## config.mk

```make
export PLATFORM = sky130hd
export DESIGN_NAME = ahb_apb_ctrl
export DESIGN_NICKNAME = d
export VERILOG_FILES = /design/src/rtl/ahb_apb_pkg.sv /design/src/rtl/ahb_apb_decoder.sv /design/src/rtl/ahb_apb_ctrl.sv
export SDC_FILE = /design/constraint.sdc
export NUM_CORES = 1
export LEC_CHECK = 0
export CAP_MARGIN = 20
export CORE_MARGIN = 2
export CORE_UTILIZATION = 31
export CTS_BUF_LIST = sky130_fd_sc_hd__clkbuf_4
export DETAILED_ROUTE_END_ITERATION = 16
export PLACE_DENSITY = 0.75
export SYNTH_ARGS = -nofsm -noshare
export SYNTH_HDL_FRONTEND = slang
export SYNTH_SLANG_ARGS = --single-unit
```

## constraint.sdc

```tcl
create_clock -name clock -period 1.8 [get_ports clock]
set_clock_uncertainty 0.15 [all_clocks]
set_input_delay 0.18 -clock clock [delete_from_list [all_inputs] [get_ports clock]]
set_output_delay 0.18 -clock clock [all_outputs]
set_load 0.01 [all_outputs]
```

## src/rtl/ahb_apb_pkg.sv

```systemverilog
// Shared types and AHB encodings for the AHB-to-APB bridge controller.
package ahb_apb_pkg;

  typedef enum logic [2:0] {
    IDLE,
    WWAIT,
    SETUP,
    ENABLE,
    ERR1,
    ERR2
  } state_t;

  localparam logic [1:0] HTRANS_IDLE   = 2'b00;
  localparam logic [1:0] HTRANS_BUSY   = 2'b01;
  localparam logic [1:0] HTRANS_NONSEQ = 2'b10;
  localparam logic [1:0] HTRANS_SEQ    = 2'b11;

  localparam logic [1:0] HRESP_OKAY  = 2'b00;
  localparam logic [1:0] HRESP_ERROR = 2'b01;

  function automatic int unsigned idx_width(input int unsigned n);
    return (n > 1) ? $clog2(n) : 1;
  endfunction

endpackage

```

## src/rtl/ahb_apb_decoder.sv

```systemverilog
// Combinational APB address map decode: range hit and slave index.
module ahb_apb_decoder
  import ahb_apb_pkg::*;
#(
  parameter int unsigned NSLV      = 4,
  parameter logic [31:0] BASE_ADDR = 32'h8000_0000,
  parameter logic [31:0] SLV_SIZE  = 32'h0400_0000,
  parameter int unsigned IW        = idx_width(NSLV)
) (
  input  logic [31:0]   haddr,
  output logic          hit,
  output logic [IW-1:0] idx
);

  localparam int unsigned SHIFT = $clog2(SLV_SIZE);
  // 33-bit limit so a map ending exactly at 4 GiB does not wrap
  localparam logic [32:0] LIMIT = {1'b0, BASE_ADDR} + 33'(NSLV) * {1'b0, SLV_SIZE};

  logic [31:0] offset;

  always_comb begin
    offset = haddr - BASE_ADDR;
    hit    = ({1'b0, haddr} >= {1'b0, BASE_ADDR}) && ({1'b0, haddr} < LIMIT);
    idx    = IW'(offset >> SHIFT);
  end

endmodule

```

## src/rtl/ahb_apb_ctrl.sv

```systemverilog
// AHB slave sequencer: turns single AHB transfers into APB SETUP/ENABLE accesses.
module ahb_apb_ctrl
  import ahb_apb_pkg::*;
#(
  parameter int unsigned NSLV      = 4,
  parameter logic [31:0] BASE_ADDR = 32'h8000_0000,
  parameter logic [31:0] SLV_SIZE  = 32'h0400_0000
) (
  input  logic            clock,
  input  logic            Hresetn,
  input  logic [1:0]      Htrans,
  input  logic            Hwrite,
  input  logic            Hreadyin,
  input  logic [31:0]     Haddr,
  input  logic [31:0]     Hwdata,
  output logic            Hreadyout,
  output logic [1:0]      Hresp,
  output logic [31:0]     Hrdata,
  output logic [NSLV-1:0] Pselx,
  output logic            Penable,
  output logic            Pwrite,
  output logic [31:0]     Paddr,
  output logic [31:0]     Pwdata,
  input  logic [31:0]     Prdata
);

  localparam int unsigned IW = idx_width(NSLV);

  state_t          state, state_n;
  logic            hit;
  logic [IW-1:0]   idx, idx_q;
  logic [31:0]     addr_q, wdata_q;
  logic            write_q;
  logic            valid, accepting, take;
  logic [NSLV-1:0] sel_onehot;

  ahb_apb_decoder #(
    .NSLV      (NSLV),
    .BASE_ADDR (BASE_ADDR),
    .SLV_SIZE  (SLV_SIZE),
    .IW        (IW)
  ) u_decoder (
    .haddr (Haddr),
    .hit   (hit),
    .idx   (idx)
  );

  always_comb begin
    valid     = Hreadyin && (Htrans inside {HTRANS_NONSEQ, HTRANS_SEQ});
    accepting = state inside {IDLE, ENABLE, ERR2};
    take      = accepting && valid && hit;
    state_n   = state;
    case (state)
      IDLE, ENABLE, ERR2: begin
        if (valid && hit)  state_n = Hwrite ? WWAIT : SETUP;
        else if (valid)    state_n = ERR1;
        else               state_n = IDLE;
      end
      WWAIT:   state_n = SETUP;
      SETUP:   state_n = ENABLE;
      ERR1:    state_n = ERR2;
      default: state_n = IDLE;
    endcase
  end

  always_ff @(posedge clock or negedge Hresetn) begin
    if (!Hresetn) state <= IDLE;
    else          state <= state_n;
  end

  // address/direction only move on a decoded hit, so Paddr is untouched by error responses
  always_ff @(posedge clock or negedge Hresetn) begin
    if (!Hresetn) begin
      addr_q  <= '0;
      write_q <= 1'b0;
      idx_q   <= '0;
      wdata_q <= '0;
    end else begin
      if (take) begin
        addr_q  <= Haddr;
        write_q <= Hwrite;
        idx_q   <= idx;
      end
      if (state == WWAIT) wdata_q <= Hwdata;
    end
  end

  always_comb begin
    sel_onehot = '0;
    for (int unsigned i = 0; i < NSLV; i++)
      sel_onehot[i] = (idx_q == IW'(i));
  end

  // strobes decode from the async-reset state register, so reset drops them at once
  always_comb begin
    Hreadyout = 1'b1;
    Hresp     = HRESP_OKAY;
    Hrdata    = '0;
    Pselx     = '0;
    Penable   = 1'b0;
    case (state)
      WWAIT: Hreadyout = 1'b0;
      SETUP: begin
        Pselx     = sel_onehot;
        Hreadyout = 1'b0;
      end
      ENABLE: begin
        Pselx   = sel_onehot;
        Penable = 1'b1;
        if (!write_q) Hrdata = Prdata;
      end
      ERR1: begin
        Hresp     = HRESP_ERROR;
        Hreadyout = 1'b0;
      end
      ERR2: Hresp = HRESP_ERROR;
      default: ;
    endcase
  end

  assign Paddr  = addr_q;
  assign Pwrite = write_q;
  assign Pwdata = wdata_q;

endmodule
```

After elaboration in Yosys (flattened, before gate mapping)
Index checks and enable logic that the tools add are counted.
{ "op_classes": {"add_sub_neg": 1, "magnitude_cmp": 2, "n_eq_ne": 10, "mux": 10, "reduce_logical": 13} }
{ "op_table": {"columns": ["operator", "count"], "rows": [
  ["$mux 32", 2],
  ["$ge 32x32->1 const B", 1],
  ["$lt 32x32->1 const B", 1],
  ["$sub 28x1->28 const B", 1],
  ["$pmux 3 s4", 1],
  ["$eq 2x2->1 const B", 4],
  ["$eq 3x2->1 const B", 2],
  ["$eq 3x3->1 const B", 2],
  ["$mux 3", 2],
  ["$reduce_or 3->1", 2],
  ["$logic_and 1x1->1", 5],
  ["$mux 4", 1],
  ["$reduce_or 2->1", 2],
  ["$eq 3x1->1 const B", 1],
  ["$logic_not 3->1", 1],
  ["$mux 1", 3],
  ["$reduce_bool 3->1", 1],
  ["$eq 2x1->1 const B", 1],
  ["$logic_not 2->1", 1],
  ["$mux 2", 1],
  ["$reduce_bool 2->1", 1]
]} }
{ "totals": {"ff_bits": 70, "input_bits": 102, "out_inout_bits": 105, "wordCells": 41} }

Depth between registers and ports, before layout
Gate-level depths: netlist (run 1).
{ "logic_depth": {"ltp_word": 6, "depth_mapped": 7, "depth_no_buf": 4} }

By module
A second synthesis (run 1) with hierarchy kept.
{ "hier_totals": {"cells_unflattened": 211, "hier_area_um2": 3150.5} }
{ "by_module_without_submodules": {"columns": ["mod", "instances", "cells_each", "area_per_inst_um2", "seq_area_each_um2"], "rows": [
  ["ahb_apb_ctrl", 1, 208, 3120.5, 1751.7],
  ["ahb_apb_decoder", 1, 3, 30.0, 0.0]
]} }

Worst setup path before layout (run 1)
OpenSTA, ideal clock, no wires.
{ "synth_path": {"path_type": "register -> register", "from": "reg state[1]", "to": "reg addr_q[10], in the netlist Paddr[10]", "setup_ns": 0.125, "arrival_time_ns": 1.661, "required_ns": 1.525, "slack_ns": -0.136, "stages_incl_launch_ff": 8, "n_path_buf": 3, "period_less_slack_ns": 1.936, "path_cell_list": "dfrtp_1 buf_6 or3_4 o22ai_2 nand2b_1 buf_6 buf_6 mux2_4"} }
{ "synth_via": {"elab_chain_cells": 4, "word_cells_on_any_way": 6, "classes_between": "eq/ne (2); reduce/logical (4)"} }
{ "synth_rtl": {"columns": ["item", "line_no", "source"], "rows": [
  ["start: declaration", "ahb_apb_ctrl.sv:29", "state_t state, state_n;"],
  ["start signal: assignment", "ahb_apb_ctrl.sv:68", "else state <= state_n;"],
  ["$eq 3x2->1 (tied with other cells)", "ahb_apb_ctrl.sv:50", "accepting = state inside {IDLE, ENABLE, ERR2};"],
  ["$reduce_bool 3->1 *", "ahb_apb_ctrl.sv:50", null],
  ["$logic_and 1x1->1 * (2 in series)", "ahb_apb_ctrl.sv:51", "take = accepting && valid && hit;"],
  ["end signal: assignment", "ahb_apb_ctrl.sv:80", "addr_q <= Haddr;"],
  ["end: declaration", "ahb_apb_ctrl.sv:32", "logic [31:0] addr_q, wdata_q;"]
]} }
Mark *: on every way between the ends. The rest lies on a longest branch, timed or not.
A chain may end at the register's enable or synchronous reset.

Worst setup path after layout (run 1)
{ "layout_path": {"from": "reg state[2]", "to": "reg addr_q[15], in the netlist Paddr[15]"} }
Same word-level chain as after synthesis.

==> summary.log, run 1 <==
qor: timing.final.hold.worst_slack 0.165 ns
qor: detailed_routing.wl_per_cell 16.2 um
qor: timing.timing.final.crit_share 119%
qor: floorplanning.placeableCoreArea 0.00928 mm2
qor: floorplanning.floorplan.initialDensity 32.0%
qor: floorplanning.die_area 0.0104 mm2
qor: global_routing.grtUsageTotal 17.3%
qor: clock_tree.tritoncts.num_buffers 9
qor: setup_path.critPathSlowestCell dfrtp_1
qor: detailed_routing.firstDrtPassIters 4
qor: timing.final.setup.worst_slack -0.344 ns
qor: clock_tree.numClockSinks 68
qor: global_routing.grt_pass1_vias 2672
qor: setup_path.crit-reg2reg-launch state[2]
qor: setup_path.cp.arrival 2.30 ns
qor: timing.setup-violations-final 68
qor: setup_path.critical-path-max-stage-delay 0.42 ns
qor: setup_path.cp.required 1.95 ns
qor: global_routing.grt_antenna_before_repair 0
qor: setup_path.timing.critical_path.fanout_max 17
qor: floorplanning.rows 35
qor: cells_and_area.area_of_the_multi_input_gates 0.00127 mm2
qor: place.placed_cells_incl_taps 543
qor: synthesis.yosysTopAreaCell dfrtp_1
qor: clock_tree.clock_tree.root_cell clkbuf_4
qor: hold_path.worst_hold_path_type input pin to async pin
qor: cells_and_area.antenna_cells_inserted 0
qor: global_routing.grt_remaining_overflow 0
qor: floorplanning.die-height 102 um
qor: job.max_cap_viol_count 0
qor: power_and_ir_drop.power_per_standard_cell_area 1410 mW/mm2
qor: synthesis.synth-warning-count 0
qor: clock_tree.clock_latency_on_the_worst_skew_pair 0.39 ns
qor: synthesis.synth.top_cell.area_share 57.3%
qor: power_and_ir_drop.total_leakage_power 2.59 nW
qor: setup_path.reg2reg_setup_slack -0.34 ns
qor: cells_and_area.register_area 0.00170 mm2
qor: clock_tree.clk_transition_reported_paths 0.12 ns
qor: timing.fin_crit 2.14 ns
qor: cells_and_area.fillCellCount 765
qor: power_and_ir_drop.vdd_ir_drop_max 0.000704 V
qor: clock_tree.tritoncts yes
qor: floorplanning.fp.dieW 102 um
qor: synthesis.synth.distinct_cells 26
qor: cells_and_area.finish.cell_count_without_fillers 572
qor: setup_path.crit_path_start_kind flop
qor: setup_path.timing_worst_setup_path_type flop to flop
qor: timing.slew_violations 0
qor: setup_path.crit_chain buf_4 > or3_4 > o22ai_4 > nand2b_4 > bufbuf_16 > mux2_4
qor: detailed_routing.wirelength 9280 um
qor: synthesis.postSynthNetCount 308
qor: synthesis.synth-seq-cells 68
qor: run_status.failing_checks negative setup slack
qor: synthesis.netlist_top_cells_area dfrtp_1 (57%), mux2_2 (14%), mux2_4 (12%)
qor: detailed_routing.num_vias 2517
qor: run_status.status finished with violations
qor: place.post-dp-hpwl 6600 um
qor: floorplanning.top_level_ports 207
qor: cells_and_area.share_of_final_layout_standard_cells_stronger_than_drive_strength_1 37.7%
qor: synthesis.synthesis.area_per_instance 14.4 um2
qor: detailed_routing.initialDrtViolationCount 48
qor: global_routing.grt_max_degree 69
qor: detailed_routing.drtAntennaViolNets 0
qor: clock_tree.htreeDepth 3
qor: cells_and_area.layout_overhead_on_the_synthesized_area 88.8%
qor: timing.max_clock_freq 466 MHz
qor: detailed_routing.via_per_inst 4.40
qor: clock_tree.ctsLongestPathBuffers 2
qor: power_and_ir_drop.fin_total_pwr 7.88 mW
qor: place.place_congestion 0.748
qor: place.portBuffers 204
qor: setup_path.worst-r2r-cell-count 6
qor: setup_path.worst_setup_path_end_kind flop
qor: global_routing.grt_first_pass_wirelength 13400 um
qor: cells_and_area.layout.nets 540
qor: timing.report.final.hold_viol_count 0
qor: timing.setup_repair_after_global_routing_missed_its_margin yes
qor: synthesis.netlist_area 0.00297 mm2
qor: synthesis.synth.yosys.seq_area_share 57.3%
qor: detailed_routing.route.detailed.drc 0
qor: setup_path.r2r_end Paddr[15]
qor: synthesis.post_synth_inst_count 206
-- per-layer routing --
| layer | track usage [%] | vias up | wire (um) | share of wire (%) |
|---|---|---|---|---|
| met3 | 5.81 | 12 | 827 | 8.9 |
| met1 | 17.1 | 1219 | 3240 | 35 |
| met4 | 5.95 | 0 | 138 | 1.5 |
| li1 | - | 1164 | - | - |
| met2 | 33.3 | 122 | 5070 | 55 |
| met5 | 0 | - | 0 | 0 |
-- placed cells by master, fill, tap and decap left out, types with 3 or more instances in the layout --
cell	instances
mux2_2	37
and2_1	24
buf_2	23
nor2_1	4
mux2_4	23
buf_6	17
dfrtp_1	66
buf_4	17
clkbuf_4	10
clkdlybuf4s15_2	4
buf_12	4
nand2_1	3
clkdlybuf4s50_1	163
and2_4	12
-- cell usage after synthesis, drive strengths merged --
cell type / count
o22ai: 3
dfrtp: 68
buf: 9
nand3: 1
or3: 1
nand2b: 2
nand2: 3
xnor2: 2
mux2: 60
nor2b: 3
or4b: 1
clkbuf: 3
inv: 2
nor3b: 1
a22o: 1
conb: 1
nor2: 4
o22a: 1
o21ai: 2
and2: 36
and3: 1
nor3: 1
-- final cells by class --
type / instances / share of cell area [%]
Timing Repair Buffer: 233 / 41.0
Sequential cell: 68 / 30.4
Multi-Input combinational cell: 124 / 22.6
Tap cell: 129 / 2.88
Clock inverter: 6 / 1.59
Clock buffer: 10 / 1.34
Inverter: 2 / 0.134
-- state kept, by name, indices dropped and copies added (netlist names) --
signal  count
Pwdata     32
Paddr      31
state       3
Pwrite      1
idx_q       1
-- critical path, delay by kind of cell, from the launching register on --
family / cells / cell delay, ns
AO/OA/AOI/OAI: 1 / 0.19
buffers and inverters: 2 / 0.48
flip-flops: 1 / 0.42
multiplexers: 1 / 0.30
AND/OR/NAND/NOR: 2 / 0.50
-- power by group --
part           leakage, nW  switching (mW)  total, mW  internal, mW
combinational         1.65            1.46       4.13          2.67
clock               0.0826           0.554       1.13         0.579
sequential           0.852           0.406       2.62          2.22
-- what timing repair did --
| action | CTS | global route |
|---|---|---|
| buffers inserted | 6 | 4 |
| endpoints found under the hold margin | 68 | 0 |
| hold buffers | 1 | 0 |
| pin swaps | 13 | 2 |
| setup endpoints to repair | 73 | 95 |
| gates resized for setup | 188 | 13 |
| gates cloned | 4 | 1 |
-- cell families (layout without fill, tap and decap cells) --
kind of cell	Yosys count	after routing	share of synthesized area (%)
AO/OA/AOI/OAI	7	7	1.77
XOR/XNOR	2	2	0.590
buffers and inverters	14	251	3.29
flip-flops	68	68	57.3
multiplexers	60	60	25.7
other	1	1	0.126
AND/OR/NAND/NOR	54	54	11.2
-- stage by stage --
stage,cell area [um2],utilization (%),worst slack (ns),TNS [ns]
3_5_place_dp,5240,56.5,-0.393,-18.84
5_1_grt,5600,60.4,-0.433,-25.50
3_3_place_gp,5240,56.5,-0.368,-17.59
4_1_cts,5530,59.5,-0.388,-22.16
6_report,5600,60.4,-0.344,-18.27
2_1_floorplan,2980,-,-0.0876,-1.96
-- worst max path at each step --
stage	start	slack [ns]	endpoint	cells after the start
after floorplan	state[0]	-0.09	Paddr[10]	6
final	state[2]	-0.34	Paddr[15]	6
after CTS	state[1]	-0.39	Hrdata[3]	8
after detailed placement	Haddr[29]	-0.39	Paddr[16]	5
after global routing	state[2]	-0.43	Hrdata[9]	8
after global placement	Haddr[29]	-0.37	Paddr[18]	5
No activity file was read; power rests on OpenSTA's default activity.
==> inputs of run 2 (changes only) <==
--- a/config.mk
+++ b/config.mk
@@ -10,7 +10,7 @@
 export CORE_UTILIZATION = 31
 export CTS_BUF_LIST = sky130_fd_sc_hd__clkbuf_4
 export DETAILED_ROUTE_END_ITERATION = 16
-export PLACE_DENSITY = 0.75
+export PLACE_DENSITY = 0.86
 export SYNTH_ARGS = -nofsm -noshare
 export SYNTH_HDL_FRONTEND = slang
 export SYNTH_SLANG_ARGS = --single-unit
==> run 2 against run 1 <==
Net effect: the run still ends with negative setup slack left; sequential power hardly changed; sequential share of layout area is 0.58 points lower; critical path depth stayed put; clock power is 9% lower; non-clock buffer count stayed put; first-iteration DRC count is 2.1% higher; via count is 0.28% lower; worst setup slack better by 0.015 ns; global-route usage is 0.37 points lower; core utilization is 1.1 points higher; largest cell class unchanged; largest power group unchanged; highest routed layer unchanged.
==> summary.log, run 2 (synthesis results as in run 1) <==
qor: run_status.status finished with violations
qor: run_status.failing_checks negative setup slack
qor: place.post-dp-hpwl 6540 um
qor: setup_path.timing_worst_setup_path_type flop to flop
qor: power_and_ir_drop.vdd_ir_drop_max 0.000634 V
qor: floorplanning.die_area 0.0104 mm2
qor: setup_path.critPathSlowestCell dfrtp_1
qor: power_and_ir_drop.total_leakage_power 2.61 nW
qor: global_routing.grt_pass1_vias 2641
qor: cells_and_area.layout.cells.most_common clkdlybuf4s50_1
qor: power_and_ir_drop.fin_total_pwr 7.83 mW
qor: cells_and_area.layout_overhead_on_the_synthesized_area 92.4%
qor: global_routing.grt_remaining_overflow 0
qor: power_and_ir_drop.p_int 5.36 mW
qor: setup_path.r2r_end Paddr[27]
qor: detailed_routing.wl_per_cell 16.3 um
qor: place.postPlaceCellArea 0.00524 mm2
qor: timing.final.setup.worst_slack -0.329 ns
qor: detailed_routing.route.detailed.drc 0
qor: cells_and_area.share_of_final_layout_standard_cells_stronger_than_drive_strength_1 40.4%
qor: cells_and_area.mostFrequentLayoutCells clkdlybuf4s50_1 (162), dfrtp_1 (67), mux2_2 (37)
qor: setup_path.crit-reg2reg-launch state[2]
qor: setup_path.cp_num_buf_inv 2
qor: detailed_routing.num_vias 2510
qor: global_routing.grt_first_pass_wirelength 13100 um
qor: timing.setup-tns-final -16.85 ns
qor: job.max_cap_viol_count 0
qor: setup_path.crit_family simple AND/OR/NAND/NOR gates
qor: detailed_routing.via_per_inst 4.39
qor: power_and_ir_drop.power_switching_share 31.6%
qor: global_routing.grtUsageTotal 16.9%
qor: timing.setup_repair_after_global_routing_missed_its_margin yes
qor: setup_path.worst_setup_path_end_kind flop
qor: hold_path.worst_hold_path_type input pin to async pin
qor: detailed_routing.firstDrtPassIters 4
qor: timing.timing.final.crit_share 118%
qor: floorplanning.rows 35
qor: place.place_congestion 0.766
qor: detailed_routing.wirelength 9330 um
qor: setup_path.cp.arrival 2.28 ns
qor: setup_path.crit_chain buf_4 > or3_4 > o22ai_4 > nand2b_4 > bufbuf_16 > mux2_4
qor: place.portBuffers 204
qor: cells_and_area.final_standard_cell_area_without_fillers 0.00571 mm2
qor: setup_path.worst-r2r-cell-count 6
qor: clock_tree.ctsLongestPathBuffers 2
qor: power_and_ir_drop.relative_contribution_of_combinational_cells_to_total_power 53.5%
qor: floorplanning.fp.dieW 102 um
qor: timing.slew_violations 0
qor: clock_tree.clk_transition_reported_paths 0.12 ns
qor: cells_and_area.layout.nets 540
qor: setup_path.cp.required 1.95 ns
qor: place.placed_cells_incl_taps 542
qor: power_and_ir_drop.power_per_standard_cell_area 1370 mW/mm2
qor: setup_path.timing.critical_path.fanout_max 8
qor: detailed_routing.drtAntennaViolNets 0
qor: clock_tree.htreeDepth 3
qor: setup_path.critical-path-max-stage-delay 0.42 ns
qor: clock_tree.tritoncts.num_buffers 9
qor: clock_tree.numClockSinks 68
qor: cells_and_area.finish.cell_count_without_fillers 572
qor: timing.report.final.hold_viol_count 0
qor: power_and_ir_drop.power_frac_clock 13.1%
qor: clock_tree.clock_latency_on_the_worst_skew_pair 0.40 ns
qor: clock_tree.clock_tree.root_cell clkbuf_4
qor: floorplanning.die-height 102 um
qor: power_and_ir_drop.power.switching 2.47 mW
qor: global_routing.grt_antenna_before_repair 0
qor: clock_tree.tritoncts yes
qor: cells_and_area.antenna_cells_inserted 0
qor: setup_path.reg2reg_setup_slack -0.33 ns
qor: power_and_ir_drop.share_seq_of_total_power 33.4%
qor: cells_and_area.largest_register_ff_count 32
qor: global_routing.grt_max_degree 69
qor: timing.fin_crit 2.13 ns
qor: timing.max_clock_freq 470 MHz
qor: floorplanning.top_level_ports 207
qor: detailed_routing.initialDrtViolationCount 49
qor: floorplanning.floorplan.initialDensity 32.0%
qor: timing.setup-violations-final 65
qor: floorplanning.placeableCoreArea 0.00928 mm2
qor: setup_path.crit_path_start_kind flop
run 2: repair_timing:
action,in CTS,in global routing
gates cloned,5,2
gates resized for setup,175,42
endpoints found under the hold margin,68,0
setup buffers,3,4
hold buffers,1,0
endpoints found under the setup margin,74,81
pin swaps,20,6
run 2: power by group through the flow:
stage	registers (mW)	logic (mW)	clock network, mW
2_1_floorplan	2.92	1.35	0
6_report	2.61	4.19	1.03
3_5_place_dp	2.63	3.92	0
5_1_grt	2.70	4.44	1.14
3_3_place_gp	2.60	3.84	0
4_1_cts	2.61	4.01	1.07
run 2: metal layers:
metal  wire length [um]  up-vias  track usage, %
met2               5000      123            32.1
met5                  0        -               0
met4                231        0            7.38
met1               3310     1204            16.4
li1                   -     1165               -
met3                781       18            5.75
run 2: final cells by class:
cell class,count,area (um2)
timing repair buffer,233,2410
clock buffer,9,67.6
multi-input combinational,124,1290
tap,129,161
fill,736,3570
inverter,2,7.51
clock inverter,7,73.8
sequential,68,1700
run 2: tightest hold or removal path: cells and delay by family:
kind,cells,cell delay (ns)
buf+inv,3,0.94
run 2: stage by stage:
stage	worst slack [ns]	util (%)	hold slack (ns)
3_5_place_dp	-0.335	56.4	0.0791
4_1_cts	-0.333	58.9	0.154
6_report	-0.329	61.5	0.147
3_3_place_gp	-0.329	56.4	0.0747
2_1_floorplan	-0.0876	-	-0.266
5_1_grt	-0.408	61.5	0.154
run 2: worst max-delay path by stage:
stage	cells after the start	slack, ns	to	from
floorplan	6	-0.09	Paddr[10]	state[0]
global placement	5	-0.33	Paddr[15]	Haddr[29]
detailed placement	5	-0.33	Paddr[19]	Haddr[29]
CTS	7	-0.33	Hrdata[3]	state[2]
global route	6	-0.41	Hrdata[2]	state[2]
finish	6	-0.33	Paddr[27]	state[2]
